`config.mk`:
```
export PLATFORM = sky130hd
export DESIGN_NAME = hamming_secded_codec
export DESIGN_NICKNAME = d
export VERILOG_FILES = /design/src/rtl/hamming_secded_codec.sv
export SDC_FILE = /design/constraint.sdc
export NUM_CORES = 1
export LEC_CHECK = 0
export ABC_AREA = 1
export CAP_MARGIN = 20
export CORE_UTILIZATION = 47
export DETAILED_ROUTE_END_ITERATION = 8
export GPL_ROUTABILITY_DRIVEN = 0
export GPL_TIMING_DRIVEN = 0
export HOLD_SLACK_MARGIN = 0.1
export PLACE_DENSITY = 0.92
export SYNTH_ARGS = -nofsm -noshare
export SYNTH_HDL_FRONTEND = slang
export SYNTH_SLANG_ARGS = --single-unit
export TNS_END_PERCENT = 1
```
`constraint.sdc`:
```
create_clock -name clk -period 2.1 [get_ports clk]
set_input_delay 0.42 -clock clk [delete_from_list [all_inputs] [get_ports clk]]
set_output_delay 0.42 -clock clk [all_outputs]
set_load 0.03 [all_outputs]
```
`src/rtl/hamming_secded_codec.sv`:
```
// rtl/hamming_secded_codec.sv - SECDED Hamming encoder/decoder with a registered valid/ready output stage
//
// Purpose:
//   Encodes a DATA_W payload into a CODE_W extended-Hamming codeword (mode=0)
//   or checks/corrects a CODE_W codeword (mode=1). The result is captured in a
//   single output register, giving one cycle of latency and full throughput.
//   Code layout: index 0 holds overall even parity; index i>=1 is Hamming
//   position i, with parity at power-of-two positions and data bits d0.. at
//   the remaining positions in ascending order.
//
// Optional feature:
//   HAMMING_ERR_CNT_EN - when defined, saturating 16-bit counters of corrected
//   (sec_cnt) and uncorrectable (ded_cnt) results are built. When undefined,
//   both counters read 0 and cnt_clr is ignored.
//
// Ports:
//   clk        in   rising-edge clock
//   rst        in   asynchronous active-high reset
//   mode       in   0 = encode, 1 = decode (sampled with in_valid)
//   in_valid   in   input word valid
//   in_ready   out  block can accept input
//   data_in    in   DATA_W payload (encode only)
//   code_in    in   CODE_W codeword (decode only)
//   out_valid  out  result valid
//   out_ready  in   downstream accepts result
//   code_out   out  encoded / corrected codeword
//   data_out   out  echoed / corrected payload
//   syndrome   out  decode syndrome (0 when encoding)
//   err_single out  single-bit error corrected
//   err_double out  uncorrectable error detected
//   cnt_clr    in   synchronous clear of both counters
//   sec_cnt    out  corrected-error count
//   ded_cnt    out  uncorrectable-error count

module hamming_secded_codec #(
  parameter int DATA_W = 8,
  // Smallest r with 2^r >= DATA_W + r + 1, evaluated over the legal range.
  localparam int P_W = ((DATA_W + 4) <= 8)  ? 3 :
                       ((DATA_W + 5) <= 16) ? 4 :
                       ((DATA_W + 6) <= 32) ? 5 :
                       ((DATA_W + 7) <= 64) ? 6 : 7,
  localparam int CODE_W = DATA_W + P_W + 1
) (
  input  logic              clk,
  input  logic              rst,
  input  logic              mode,
  input  logic              in_valid,
  output logic              in_ready,
  input  logic [DATA_W-1:0] data_in,
  input  logic [CODE_W-1:0] code_in,
  output logic              out_valid,
  input  logic              out_ready,
  output logic [CODE_W-1:0] code_out,
  output logic [DATA_W-1:0] data_out,
  output logic [P_W-1:0]    syndrome,
  output logic              err_single,
  output logic              err_double,
  input  logic              cnt_clr,
  output logic [15:0]       sec_cnt,
  output logic [15:0]       ded_cnt
);

  // XOR of the indices of all set bits at Hamming positions 1..CODE_W-1.
  function automatic logic [P_W-1:0] index_xor(input logic [CODE_W-1:0] c);
    logic [P_W-1:0] s;
    s = '0;
    for (int i = 1; i < CODE_W; i++) begin
      if (c[i]) s = s ^ P_W'(i);
    end
    return s;
  endfunction

  // Pull the data bits out of the non-power-of-two positions.
  function automatic logic [DATA_W-1:0] extract_data(input logic [CODE_W-1:0] c);
    logic [DATA_W-1:0] d;
    int j;
    d = '0;
    j = 0;
    for (int i = 1; i < CODE_W; i++) begin
      if ((i & (i - 1)) != 0) begin
        d[j] = c[i];
        j++;
      end
    end
    return d;
  endfunction

  function automatic logic [CODE_W-1:0] encode(input logic [DATA_W-1:0] d);
    logic [CODE_W-1:0] c;
    logic [P_W-1:0]    s;
    int j;
    c = '0;
    j = 0;
    for (int i = 1; i < CODE_W; i++) begin
      if ((i & (i - 1)) != 0) begin
        c[i] = d[j];
        j++;
      end
    end
    // With parity slots still zero, bit k of the index XOR is exactly the
    // parity over data positions that have bit k set.
    s = index_xor(c);
    for (int k = 0; k < P_W; k++) begin
      c[1 << k] = s[k];
    end
    c[0] = ^c[CODE_W-1:1];
    return c;
  endfunction

  logic [CODE_W-1:0] enc_code;
  logic [P_W-1:0]    dec_syn;
  logic              dec_overall;
  logic              dec_single;
  logic              dec_double;
  logic [CODE_W-1:0] dec_code;
  logic [DATA_W-1:0] dec_data;

  logic [CODE_W-1:0] nxt_code;
  logic [DATA_W-1:0] nxt_data;
  logic [P_W-1:0]    nxt_syn;
  logic              nxt_single;
  logic              nxt_double;

  assign enc_code = encode(data_in);

  always_comb begin
    dec_syn     = index_xor(code_in);
    dec_overall = ^code_in;
    dec_single  = 1'b0;
    dec_double  = 1'b0;
    dec_code    = code_in;
    if (dec_overall) begin
      // Odd overall parity: a single flip, unless the syndrome points past
      // the end of the codeword (only possible with multiple flips).
      if (int'(dec_syn) <= CODE_W - 1) begin
        dec_single = 1'b1;
        dec_code   = code_in ^ (CODE_W'(1) << dec_syn);
      end else begin
        dec_double = 1'b1;
      end
    end else if (dec_syn != '0) begin
      dec_double = 1'b1;
    end
    dec_data = extract_data(dec_code);
  end

  always_comb begin
    nxt_code   = enc_code;
    nxt_data   = data_in;
    nxt_syn    = '0;
    nxt_single = 1'b0;
    nxt_double = 1'b0;
    if (mode) begin
      nxt_code   = dec_code;
      nxt_data   = dec_data;
      nxt_syn    = dec_syn;
      nxt_single = dec_single;
      nxt_double = dec_double;
    end
  end

  // Output stage may load whenever it is empty or being drained this cycle.
  assign in_ready = !out_valid || out_ready;

  always_ff @(posedge clk or posedge rst) begin
    if (rst) begin
      out_valid  <= 1'b0;
      code_out   <= '0;
      data_out   <= '0;
      syndrome   <= '0;
      err_single <= 1'b0;
      err_double <= 1'b0;
    end else if (in_ready) begin
      out_valid <= in_valid;
      if (in_valid) begin
        code_out   <= nxt_code;
        data_out   <= nxt_data;
        syndrome   <= nxt_syn;
        err_single <= nxt_single;
        err_double <= nxt_double;
      end
    end
  end

`ifdef HAMMING_ERR_CNT_EN
  logic out_xfer;
  assign out_xfer = out_valid && out_ready;

  always_ff @(posedge clk or posedge rst) begin
    if (rst) begin
      sec_cnt <= '0;
      ded_cnt <= '0;
    end else if (cnt_clr) begin
      sec_cnt <= '0;
      ded_cnt <= '0;
    end else begin
      if (out_xfer && err_single && (sec_cnt != 16'hFFFF)) sec_cnt <= sec_cnt + 16'd1;
      if (out_xfer && err_double && (ded_cnt != 16'hFFFF)) ded_cnt <= ded_cnt + 16'd1;
    end
  end
`else
  logic unused_cnt_clr;
  assign unused_cnt_clr = cnt_clr;
  assign sec_cnt = '0;
  assign ded_cnt = '0;
`endif

endmodule

```
## Word-level counts from Yosys, hierarchy flattened

Cells that the tools add are included.

| word-level totals | value |
|---|---|
| register bits after elaboration | 28 |
| input port bits | 27 |
| output and inout port bits | 61 |
| logic and storage cells | 65 |

| cells by class | value |
|---|---|
| magnitude comparators | 1 |
| shift operators | 1 |
| muxes and demuxes | 32 |
| bitwise gates (word level) | 19 |
| reduce and logical (&&, ||, !) cells | 6 |

Operator list:

| operator | number |
|---|---|
| 4-bit 2-to-1 mux | 10 |
| 13-bit 2-to-1 mux | 3 |
| 3-bit 2-to-1 mux | 7 |
| 2-bit inverter | 9 |
| 13-bit XOR reduction | 1 |
| 1-bit by 4-bit << shifter with 13-bit output, first input constant | 1 |
| 13-bit bitwise XOR | 1 |
| 3-bit inverter | 4 |
| 12-bit XOR reduction | 1 |
| 1-bit 2-to-1 mux | 8 |
| 8-bit 2-to-1 mux | 1 |
| 2-bit 2-to-1 mux | 3 |
| 4-bit <= comparator, second input constant | 1 |
| 1-bit inverter with 2-bit output | 2 |
| 4-bit nonzero test | 1 |
| 1-bit inverter, first input constant | 3 |
| 2-bit AND reduction | 1 |
| 1-bit logical NOT | 1 |
| 1-bit logical OR | 1 |

## Depth between registers and ports, before layout

| logic depth | value |
|---|---|
| word-level depth | 25 |
| mapped depth | 15 |
| depth with buffers taken out | 15 |

## Least setup slack after synthesis

Ideal clock, no wire load.

| timing path | value |
|---|---|
| kind | register to register |
| start point | reg out_valid |
| end point | reg code_out[6] |
| library setup time | 0.120 ns |
| arrival time | 1.564 ns |
| required time | 1.980 ns |
| setup slack | 0.416 ns |
| stages on the path, launching flop included | 9 |
| buffers on the path | 1 |
| clock period less this slack | 1.684 ns |
| path through | dfrtp_1 -> nand2_1 -> nand2_1 -> nor2_1 -> inv_1 -> clkbuf_1 -> nand2_1 -> o21ai_1 -> nand2_1 |

| between the ends | value |
|---|---|
| word-level cells in the longest chain between the ends | 3 |

RTL lines:

| item | RTL line | text |
|---|---|---|
| start, declared | 51 | `output logic out_valid,` |
| start signal, assigned | 174 | `out_valid <= in_valid;` |
| 1-bit logical NOT | 163 | `assign in_ready = !out_valid \|\| out_ready;` |
| 1-bit logical OR | 163 |  |
| net in_ready | 48 | `output logic in_ready,` |
| 2-bit AND reduction (no source line) | - |  |
| end signal, assigned | 176 | `code_out <= nxt_code;` |
| end, declared | 53 | `output logic [CODE_W-1:0] code_out,` |

The timed path passes the listed nets, and every way through them passes these cells.
A chain may end at the register's enable or synchronous reset.

## Final worst setup path

| timing path | value |
|---|---|
| start point | in code_in[3] |
| end point | reg code_out[9] |

| between the ends | value |
|---|---|
| word-level cells in the longest chain between the ends | 19 |
| elaborated cells on any way between the ends | 23 |
| classes of those cells | order compare: 1; shift: 1; mux: 13; bitwise: 7; reduce/logical: 1 |

RTL lines:

| item | RTL line | text |
|---|---|---|
| start, declared | 50 | `input logic [CODE_W-1:0] code_in,` |
| branches (longest 17 deep; another with 4-bit 2-to-1 mux) | - |  |
| 13-bit 2-to-1 mux (*) | 132 | `if (dec_overall) begin` |
| 13-bit 2-to-1 mux (*) | 153 | `if (mode) begin` |

Every way passes the cells marked *.

==> impl_metrics.env <==
export IMPL_netlist_cell_type_count=26
export IMPL_layout_drive_gt1_share_pct=19.5
export IMPL_timing_fmax_ghz=0.531
export IMPL_n_fill_cell=379
export IMPL_worstMarginPinSlew_ns=0.752
export IMPL_cp_end_kind="flop"
export IMPL_slowest_cell_on_the_critical_path="sky130_fd_sc_hd__dlygate4sd2_1"
export IMPL_status="finished, final reports clean"
export IMPL_syn_area_um2=2120
export IMPL_floorplan_die_area_um2=4780
export IMPL_core_area_um2=4350
export IMPL_area_used_by_multi_input_combinational_logic_um2=1340
export IMPL_placed_cell_area_um2=2840
export IMPL_cts_buffers_inserted=3
export IMPL_hp_class="flop to flop"
export IMPL_dpl_hpwl_um=4470
export IMPL_worst_ep_required_time_ns=2.26
export IMPL_num_nets_final=458
export IMPL_synth_main_ff_cell="sky130_fd_sc_hd__dfrtp_1"
export IMPL_crit_path_max_fanout=6
export IMPL_vias=2382
export IMPL_synth_async_reset_ratio_pct=100
export IMPL_post_synth_top_area_fraction_pct=25.9
export IMPL_total_power_w=0.00182
export IMPL_fin_ws_ns=0.216
export IMPL_vdd_drop_max_v=0.000283
export IMPL_root_cell_of_the_clock_tree="sky130_fd_sc_hd__clkbuf_8"
export IMPL_placement_setup_worst_slack_ns=-0.311
export IMPL_critical_path_arrival_ns=2.04
export IMPL_regArea_um2=500
export IMPL_p_leak_nw=1.71
export IMPL_wl_per_cell_um=11.6
export IMPL_grt_ovfl_total=0
export IMPL_first_iter_violations=186
export IMPL_final_min_period_over_clock_period_pct=89.7
export IMPL_min_period_ns=1.88
export IMPL_grt_start_max_net_pins=21
export IMPL_reg2reg_setup_slack_ns=0.46
export IMPL_synth_top_cells_by_count="146 x sky130_fd_sc_hd__nand2_1, 40 x sky130_fd_sc_hd__buf_4, 25 x sky130_fd_sc_hd__nand3_1"
export IMPL_final_cell_area_um2=2950
export IMPL_met2_wirelength_um=2860
export IMPL_worstSetupStartpointType="input port"
export IMPL_grt_pass1_vias=2126
export IMPL_worstSkewPairLatency_ns=0.26
export IMPL_std_cell_rows=24
export IMPL_grt_use_total_pct=23.3
export IMPL_synth_largest_area_cell="sky130_fd_sc_hd__nand2_1"
export IMPL_fraction_of_the_yosys_area_taken_by_sequential_cells_pct=23.6
export IMPL_cts_root_to_sink_buffers=2
export IMPL_timing_clock_skew_ns=0.000650
export IMPL_initial_core_util_pct=48.6
export IMPL_clk_transition_reported_paths_ns=0.07
export IMPL_power_density_nw_per_um2=619
export IMPL_synthMostInstantiatedCell="sky130_fd_sc_hd__nand2_1"
export IMPL_highest_signal_layer="met4"
export IMPL_timing_max_transition_violations_final=0
export IMPL_slowest_delay_ns=0.33
export IMPL_die_width_um=69.1
export IMPL_n_antenna_cell=0
export IMPL_met3WireLength_um=393
export IMPL_worst_setup_path_type="input port to flop"
export IMPL_synthTopCellsByArea="sky130_fd_sc_hd__nand2_1 26%, sky130_fd_sc_hd__dfrtp_1 24%, sky130_fd_sc_hd__buf_4 14%, sky130_fd_sc_hd__nand3_1 5.9%, sky130_fd_sc_hd__nand2_2 3.8%"
export IMPL_number_of_iterations_in_the_first_detailed_routing_pass=4
export IMPL_routed_wl_um=5610
export IMPL_final_core_utilization_pct=67.7
export IMPL_wire_length_of_the_first_global_routing_pass_um=9220
export IMPL_maxCapViolations=0
export IMPL_detail_route_antenna_nets=0
export IMPL_synth_edff_count=0
export IMPL_netlist_instances=341
export IMPL_post_synth_cell_area_avg_um2=6.21
export IMPL_cts_setup_buffers=0
export IMPL_cp_cell_sequence="dlygate4sd2_1 > inv_1 > nand2_1 > nand2_1 > nand2_1 > nand2_1 > inv_2 > nand2_1 > nand2_1 > nand3_1 > inv_1 > nand3_1 > nand2_1 > nand3_1 > nand2_1 > nand2_1"
export IMPL_worst_path_most_repeated_cell="sky130_fd_sc_hd__nand2_1"
export IMPL_post_route_drc_count=0
export IMPL_wirelength_met1_um=2190
export IMPL_die_height_um=69.1
export IMPL_slew_headroom_pct=49.8
export IMPL_setup_viol=0
export IMPL_synth_warning_count=0
export IMPL_timing_final_hold_violations=0
export IMPL_cts_num_sinks=20
export IMPL_syn2layout_area_growth_pct=39.2
export IMPL_post_cts_hold_buffer_count=0
export IMPL_port_buffers=54
export IMPL_grt_antenna_before_repair=0
export IMPL_h_tree_depth=1
export IMPL_synth_seq_cells=20
export IMPL_rsz0062_at_grt="no"
export IMPL_viasPerCell=4.94
export IMPL_floorplan_io_pins=88
export IMPL_tritoncts="done"
## through the flow
| step | std cells | hold WS (ns) | TNS [ns] |
|---|---|---|---|
| final | 482 | 0.486 | 0 |
| after global routing | 482 | 0.530 | 0 |
| after CTS | 482 | 0.490 | 0 |
| after detailed placement | 478 | 0.472 | -3.21 |
| after global placement | 478 | 0.466 | -2.27 |
| after floorplan | 372 | 0.384 | 0 |
## state kept, by name, indices dropped and copies added (netlist names)
signal	cells
code_out	13
syndrome	4
err_double	1
err_single	1
out_valid	1
## worst paths after layout
path | start | to | depth (start not counted)
min in group asynchronous | rst | out_valid$_DFFE_PP0N_ | 2
setup / recovery | code_in[3] | code_out[9]$_DFFE_PP0P_ | 16
hold / removal | code_out[4]$_DFFE_PP0P_ | code_out[4]$_DFFE_PP0P_ | 2
max in group asynchronous | rst | code_out[11]$_DFFE_PP0P_ | 2
hold reg to reg | code_out[4]$_DFFE_PP0P_ | code_out[4]$_DFFE_PP0P_ | 2
setup reg to reg | out_valid$_DFFE_PP0N_ | code_out[6]$_DFFE_PP0P_ | 8
## critical path, delay by kind of cell
family / cells / cell delay [ns]
simple gates: 12 / 0.98
buf+inv: 4 / 0.63
## power by group
group | total [W] | internal (W) | switching, W
sequential | 0.000493 | 0.000452 | 0.0000416
combinational | 0.00103 | 0.000403 | 0.000631
clock | 0.000297 | 0.000167 | 0.000130
## repair_timing
item,CTS,global route
pin swaps,0,1
gates resized for setup,2,17
endpoints found under the setup margin,2,16
## per-layer routing
| metal | up-vias | GRT usage, % |
|---|---|---|
| met5 | - | 0 |
| met4 | 0 | 9.98 |
| met3 | 21 | 1.61 |
| met2 | 118 | 42.9 |
| met1 | 1082 | 27.4 |
| li1 | 1161 | - |
## layout by cell type (no fill, tap or decap), types with 6 or more instances in the layout
| master | n |
|---|---|
| sky130_fd_sc_hd__buf_4 | 40 |
| sky130_fd_sc_hd__clkdlybuf4s50_1 | 41 |
| sky130_fd_sc_hd__conb_1 | 32 |
| sky130_fd_sc_hd__dfrtp_1 | 20 |
| sky130_fd_sc_hd__dlymetal6s2s_1 | 12 |
| sky130_fd_sc_hd__inv_1 | 16 |
| sky130_fd_sc_hd__inv_2 | 10 |
| sky130_fd_sc_hd__nand2_1 | 146 |
| sky130_fd_sc_hd__nand2_2 | 12 |
| sky130_fd_sc_hd__nand2_4 | 6 |
| sky130_fd_sc_hd__nand3_1 | 25 |
| sky130_fd_sc_hd__nor2_1 | 11 |
| sky130_fd_sc_hd__o21ai_0 | 10 |
| sky130_fd_sc_hd__xnor2_1 | 7 |
| sky130_fd_sc_hd__xor2_1 | 6 |
## logic make-up after synthesis
group                     count (synthesis)  share of synthesized area, %
and+or+nand+nor                         211                          44.5
buffers and inverters                    72                          20.0
AOI/OAI and AO/OA                        22                          5.49
DFF                                      20                          23.6
xor gates and xnor gates                 15                          6.20
other                                     1                         0.177
## final cells by class
cell class	count	area share, %
well taps	52	2.21
multi-input cells	280	45.3
repair buffers	54	19.3
clock buffers	4	1.87
flip-flops and latches	20	17.0
plain buffers	45	10.9
inverters	27	3.52
Note: power is estimated with default switching activity, not from simulation.
